[src/rtl/alu_operand_sequencer_pkg.sv]
// Shared definitions for the ALU operand sequencer.
// Holds the FSM state encodings and the default operand width.
package alu_operand_sequencer_pkg;

    localparam int BITS_WIDTH_DEFAULT = 4;

    typedef enum logic [1:0] {
        LOAD_A = 2'd0,
        LOAD_B = 2'd1,
        EXEC   = 2'd2,
        SHOW   = 2'd3
    } seq_state_t;

endpackage

[src/rtl/step_edge_sync.sv]
// Push-button synchronizer and rising-edge detector.
// Ports: clk, rst (async active-high), in (raw level),
//        pulse (one clk cycle per synchronized rising edge).
module step_edge_sync (
    input  logic clk,
    input  logic rst,
    input  logic in,
    output logic pulse
);

    logic r_s1;
    logic r_s2;
    logic r_s3;

    always_ff @(posedge clk or posedge rst) begin
        if (rst) begin
            r_s1 <= 1'b0;
            r_s2 <= 1'b0;
            r_s3 <= 1'b0;
        end else begin
            r_s1 <= in;
            r_s2 <= r_s1;
            r_s3 <= r_s2;
        end
    end

    // r_s3 remembers the previous synchronized level, so a held
    // button yields exactly one pulse.
    assign pulse = r_s2 & ~r_s3;

endmodule

[src/rtl/alu_operand_sequencer.sv]
// Steps operand A, operand B, one-cycle capture and display of an
// external subtracter result, advanced by a push button.
// Ports: clk, rst (async active-high), step (raw button), din (switches),
//        alu_s/alu_c/alu_ovf (subtracter), op_a/op_b (to subtracter),
//        res, flag_c, flag_ovf, flag_zero, res_valid, state (LEDs).
module alu_operand_sequencer
    import alu_operand_sequencer_pkg::*;
#(
    parameter int bits_width = BITS_WIDTH_DEFAULT
) (
    input  logic                  clk,
    input  logic                  rst,
    input  logic                  step,
    input  logic [bits_width-1:0] din,
    input  logic [bits_width-1:0] alu_s,
    input  logic                  alu_c,
    input  logic                  alu_ovf,
    output logic [bits_width-1:0] op_a,
    output logic [bits_width-1:0] op_b,
    output logic [bits_width-1:0] res,
    output logic                  flag_c,
    output logic                  flag_ovf,
    output logic                  flag_zero,
    output logic                  res_valid,
    output logic [1:0]            state
);

    seq_state_t r_state;
    seq_state_t w_state_nxt;

    logic                  w_pulse;
    logic                  w_load_a;
    logic                  w_load_b;
    logic                  w_capture;
    logic                  w_clear;

    logic [bits_width-1:0] r_op_a;
    logic [bits_width-1:0] r_op_b;
    logic [bits_width-1:0] r_res;
    logic                  r_flag_c;
    logic                  r_flag_ovf;
    logic                  r_flag_zero;
    logic                  r_res_valid;

    step_edge_sync u_sync (
        .clk   (clk),
        .rst   (rst),
        .in    (step),
        .pulse (w_pulse)
    );

    always_ff @(posedge clk or posedge rst) begin
        if (rst) begin
            r_state <= LOAD_A;
        end else begin
            r_state <= w_state_nxt;
        end
    end

    // EXEC advances without looking at the pulse, so a press
    // landing there is dropped rather than queued.
    always_comb begin
        w_state_nxt = r_state;
        w_load_a    = 1'b0;
        w_load_b    = 1'b0;
        w_capture   = 1'b0;
        w_clear     = 1'b0;
        unique case (r_state)
            LOAD_A: begin
                if (w_pulse) begin
                    w_load_a    = 1'b1;
                    w_state_nxt = LOAD_B;
                end
            end
            LOAD_B: begin
                if (w_pulse) begin
                    w_load_b    = 1'b1;
                    w_state_nxt = EXEC;
                end
            end
            EXEC: begin
                w_capture   = 1'b1;
                w_state_nxt = SHOW;
            end
            SHOW: begin
                if (w_pulse) begin
                    w_clear     = 1'b1;
                    w_state_nxt = LOAD_A;
                end
            end
            default: w_state_nxt = LOAD_A;
        endcase
    end

    always_ff @(posedge clk or posedge rst) begin
        if (rst) begin
            r_op_a      <= '0;
            r_op_b      <= '0;
            r_res       <= '0;
            r_flag_c    <= 1'b0;
            r_flag_ovf  <= 1'b0;
            r_flag_zero <= 1'b0;
            r_res_valid <= 1'b0;
        end else begin
            if (w_load_a) begin
                r_op_a <= din;
            end
            if (w_load_b) begin
                r_op_b <= din;
            end
            if (w_capture) begin
                r_res       <= alu_s;
                r_flag_c    <= alu_c;
                r_flag_ovf  <= alu_ovf;
                r_flag_zero <= (alu_s == '0);
                r_res_valid <= 1'b1;
            end else if (w_clear) begin
                r_res_valid <= 1'b0;
            end
        end
    end

    assign op_a      = r_op_a;
    assign op_b      = r_op_b;
    assign res       = r_res;
    assign flag_c    = r_flag_c;
    assign flag_ovf  = r_flag_ovf;
    assign flag_zero = r_flag_zero;
    assign res_valid = r_res_valid;
    assign state     = r_state;

endmodule

[config.mk]
export PLATFORM = sky130hd
export DESIGN_NAME = alu_operand_sequencer
export DESIGN_NICKNAME = d
export VERILOG_FILES = /design/src/rtl/alu_operand_sequencer_pkg.sv /design/src/rtl/step_edge_sync.sv /design/src/rtl/alu_operand_sequencer.sv
export SDC_FILE = /design/constraint.sdc
export NUM_CORES = 1
export LEC_CHECK = 0
export ABC_AREA = 1
export CAP_MARGIN = 20
export CORE_ASPECT_RATIO = 0.6
export CORE_MARGIN = 5
export CORE_UTILIZATION = 25
export DETAILED_ROUTE_END_ITERATION = 16
export GPL_ROUTABILITY_DRIVEN = 1
export PLACE_DENSITY_LB_ADDON = 0.15
export SETUP_SLACK_MARGIN = 0.05
export SYNTH_ARGS = -nofsm -noshare
export SYNTH_HDL_FRONTEND = slang
export SYNTH_SLANG_ARGS = --single-unit
[constraint.sdc]
create_clock -name clk -period 1.4 [get_ports clk]
set_input_delay 0.28 -clock clk [delete_from_list [all_inputs] [get_ports clk]]
set_output_delay 0.28 -clock clk [all_outputs]
set_load 0.01 [all_outputs]
Word level (Yosys, flattened, before mapping)
Index checks and enable logic that the tools add are counted.

word-level totals
  bits in registers = 21
  input bits = 13
  word-level logic and storage cells = 34

operators by class
  eq/ne operators = 6
  mux-type cells = 11
  bitwise logic cells = 2
  reductions and logical operators = 4

operators with widths
  kind                                                                    count
  2-bit case mux with 4 select lines                                      1
  1-bit two-way mux                                                       7
  2-bit two-way mux                                                       3
  2-bit by 1-bit != test with 1-bit output (second input constant)        3
  2-bit equality test (second input constant)                             2
  4-bit logical NOT                                                       1
  3-bit AND reduction                                                     1
  2-bit by 1-bit equality test with 1-bit output (second input constant)  1
  2-bit logical NOT                                                       1
  2-bit nonzero test                                                      1
  1-bit bitwise AND                                                       1
  1-bit NOT                                                               1

Longest topological paths before layout
  depth in word-level cells = 6
  mapped depth = 7
  mapped depth without buffers = 7

Hierarchy
A second synthesis with hierarchy kept.

unflattened totals
  cells, all modules = 92
  area, all modules = 873.3 um2

by module, submodules not included
  module                 instances  cells each  area each (um2)
  alu_operand_sequencer  1          86          784.5
  step_edge_sync         1          6           88.8

Worst setup path after synthesis
OpenSTA, ideal clock, no wires.

  path kind = reg2reg
  start = register r_state[0] (netlist: state[0])
  end = register r_state[0] (netlist: state[0])
  library setup time = 117 ps
  arrival time = 1118 ps
  data required time = 1283 ps
  path slack = 166 ps
  cell stages (with the launch flop) = 6
  buffers on the path = 0
  period minus slack after synthesis = 1234 ps
  cells stage by stage = dfrtp_1 > inv_1 > ha_1 > or2_1 > nand2_1 > nand2_1

between the ends
  cells in the longest elaborated chain, start to end = 3

RTL lines
  item                                                                          RTL line                     text
  start: declaration                                                            alu_operand_sequencer.sv:28  seq_state_t r_state;
  start signal: assignment                                                      alu_operand_sequencer.sv:56  r_state <= w_state_nxt;
  2-bit by 1-bit equality test with 1-bit output, or another cell as far along  alu_operand_sequencer.sv:68  unique case (r_state)
  2-bit by 1-bit != test with 1-bit output (no source line)                     --
  3-bit AND reduction (no source line)                                          --

Several ways; a longest one is shown, not always the timed one.
A chain may end at the register's enable or synchronous reset.

Final worst setup path
  start = register r_state[0] (netlist: state[0])
  end = output port state[0]

RTL lines
  item              RTL line                     text
  end: declaration  alu_operand_sequencer.sv:25  output logic [1:0] state

No word-level cell between the ends.

==> impl_metrics.toml <==
[status]
status = "complete, no violations"

[worst_setup_path]
required_ns = 1.12
path_delay_family = "flip-flops"
critical_path_depth = 1
start_kind = "register"
r2r_setup_slack_ns = 0.16
cp_num_buf_inv = 1
worstPathArrival_ns = 1.00
worst_path_largest_cell_delay_ns = 0.43
regToRegEndpoint = "flag_zero$_DFFE_PP0P_"
slowest_stage = "dfrtp_1"
path_cells = "dlygate4sd2_1"
endpoint_kind = "output port"
r2r_start = "state[0]$_DFFE_PP0P_"
crit_fanout = 5
critPathKind = "reg -> out"
r2r_cells = 6

[place]
gp_routability_congestion = 0.700
place_area_um2 = 1250
port_buffers = 30
dpl.hpwl_um = 1530

[logic_synthesis]
ys_seq_area_share_pct = 59.6
syn_area_per_cell_um2 = 9.00
ys_seq_elements = 21
yosys-top-cells-area = "dfrtp_1, nand2_1, ha_1"
syn-num-nets = 116
yosysWarningCount = 0
syn_inst = 98
syn_area_um2 = 882
yosys.area.top_type = "dfrtp_1"
synth_cell_types = 12
netlist.area_leader.share_pct = 59.6

[timing]
setup-tns-final_ns = 0
final-hold-violation-count = 0
fin_crit_sh_pct = 91.3
clock_skew_ns = 0.00287
setup_violations = 0
worst_slew_pin_slew_ns = 0.274
max_slew_margin_pct = 81.7
slew_viol_final = 0
rsz0062_at_grt = "yes"
period_minus_slack_ns = 1.28
max_freq_ghz = 0.782

[pwr]
swShare_pct = 38.4
p_switching_uw = 979
p_clk_share_pct = 15.5
power_uw = 2550
power_frac_comb_pct = 45.4
ir_drop_mv = 0.501
p_leak_uw = 0.000676
intPower_uw = 1570
pwr-share-seq_pct = 39.1
p_per_area_nw_per_um2 = 1970

[global_routing]
grtUsageMet3_pct = 3.99
antenna_found_initial = 0
track_usage_pct = 8.91
grt_use_met1_pct = 11.3
met2_usage_pct = 14.3
grt_pass1_vias = 717
busiest_layer = "met2"
grt_pass1_wl_um = 3400
grt_overflow = 0
grt_max_degree = 22

[floorplan]
fp.dieW_um = 86.7
core_area_um2 = 3320
ios = 31
initial_core_util_pct = 26.5
die_area_um2 = 4860
die_h_um = 56.0
row_count = 16

[clock_tree]
cts_tree = "built"
clk_latency_ns = 0.26
cts_sinks = 21
path_clk_slew_ns = 0.08
numCtsBuffers = 3
h-tree-depth = 1
root_buffer = "clkbuf_8"
cts.path.max_buffers = 2

[route]
drtIter0Drc = 23
first_pass_iters = 4
routed_wl_um = 1990
ant_nets = 0
routedWlPerCell_um = 11.1
vias_per_cell = 3.91
route.detailed.drc = 0
vias = 700

[cells_and_area]
final_area_um2 = 1290
seqCellArea_um2 = 526
layout-drive-gt1-share_pct = 12.7
final_cell_mix = "nand2_1, dfrtp_1, dlygate4sd2_1"
final_nets = 153
area_growth_syn_to_layout_pct = 46.5
nFillCells = 351
final_common_cell = "nand2_1"
antennaDiodeCount = 0
multi_input_area_um2 = 334

[hold_path]
hold_path_class = "in -> async"

[job]
drv_cap = 0
-- state kept, by name, summed over array words and instances (netlist names), 2 cells and up --
signal	cells
op_b	4
res	4
op_a	4
state	2
-- worst max-delay path by stage --
stage	end	startpoint	slack (ns)
final	state[0]	state[0]$_DFFE_PP0P_	0.12
after global routing	op_b[1]$_DFFE_PP0P_	state[1]$_DFFE_PP0P_	0.04
after CTS	flag_zero$_DFFE_PP0P_	state[0]$_DFFE_PP0P_	0.08
after detailed placement	flag_zero$_DFFE_PP0P_	state[0]$_DFFE_PP0P_	0.09
after global placement	state[1]	state[1]$_DFFE_PP0P_	0.14
after floorplan	state[0]$_DFFE_PP0P_	state[0]$_DFFE_PP0P_	0.17
-- cells in the mapped netlist --
library cell / n
nand3_1: 2
nor2_1: 6
ha_1: 5
or2_1: 1
nand3_2: 1
inv_1: 9
nor2_4: 1
nand2_1: 48
o21ai_0: 2
inv_2: 1
dfrtp_1: 21
nand2_2: 1
-- through the flow --
step | hold slack [ns] | cells | utilization [%] | setup WS (ns)
2_1_floorplan | 0.257 | 98 | - | 0.166
3_3_place_gp | 0.334 | 174 | 37.5 | 0.139
3_5_place_dp | 0.335 | 174 | 37.5 | 0.0939
4_1_cts | 0.354 | 179 | 38.4 | 0.0758
5_1_grt | 0.372 | 179 | 38.9 | 0.0359
6_report | 0.339 | 179 | 38.9 | 0.121
-- cells by family after synthesis --
logic type               synth area share (%)
buffers and inverters                    4.25
AND/OR/NAND/NOR                          27.9
AO/OA/AOI/OAI                            1.13
flip-flops                               59.6
adder cells (fa/ha/maj)                  7.09
-- cell type report --
type	instances	share of cell area (%)
Sequential cell	21	40.7
Multi-Input combinational cell	67	25.8
Timing Repair Buffer	32	22.7
Tap cell	45	4.36
Clock buffer	3	3.19
Inverter	10	2.90
Clock inverter	1	0.387
-- power groups by stage --
stage	registers [µW]	clock network (µW)	logic, µW
detailed placement	1030	0	1260
global placement	1020	0	1260
finish	997	394	1160
floorplan	1130	0	489
CTS	1000	416	1140
global route	1030	444	1310
-- layer usage --
layer	part of all wire (%)	wire, µm	vias to the layer above
met5	0	0	-
met2	45	899	16
met4	0.40	8	0
li1	-	-	366
met3	5.9	117	2
met1	48	965	316
-- timing repair --
| item | in CTS | in global routing |
|---|---|---|
| gates resized for setup | 18 | 7 |
| setup endpoints to repair | 18 | 17 |
| buffers inserted | 1 | 0 |
| hold buffers | 0 | 0 |
Power figures use the tool's default switching activity.
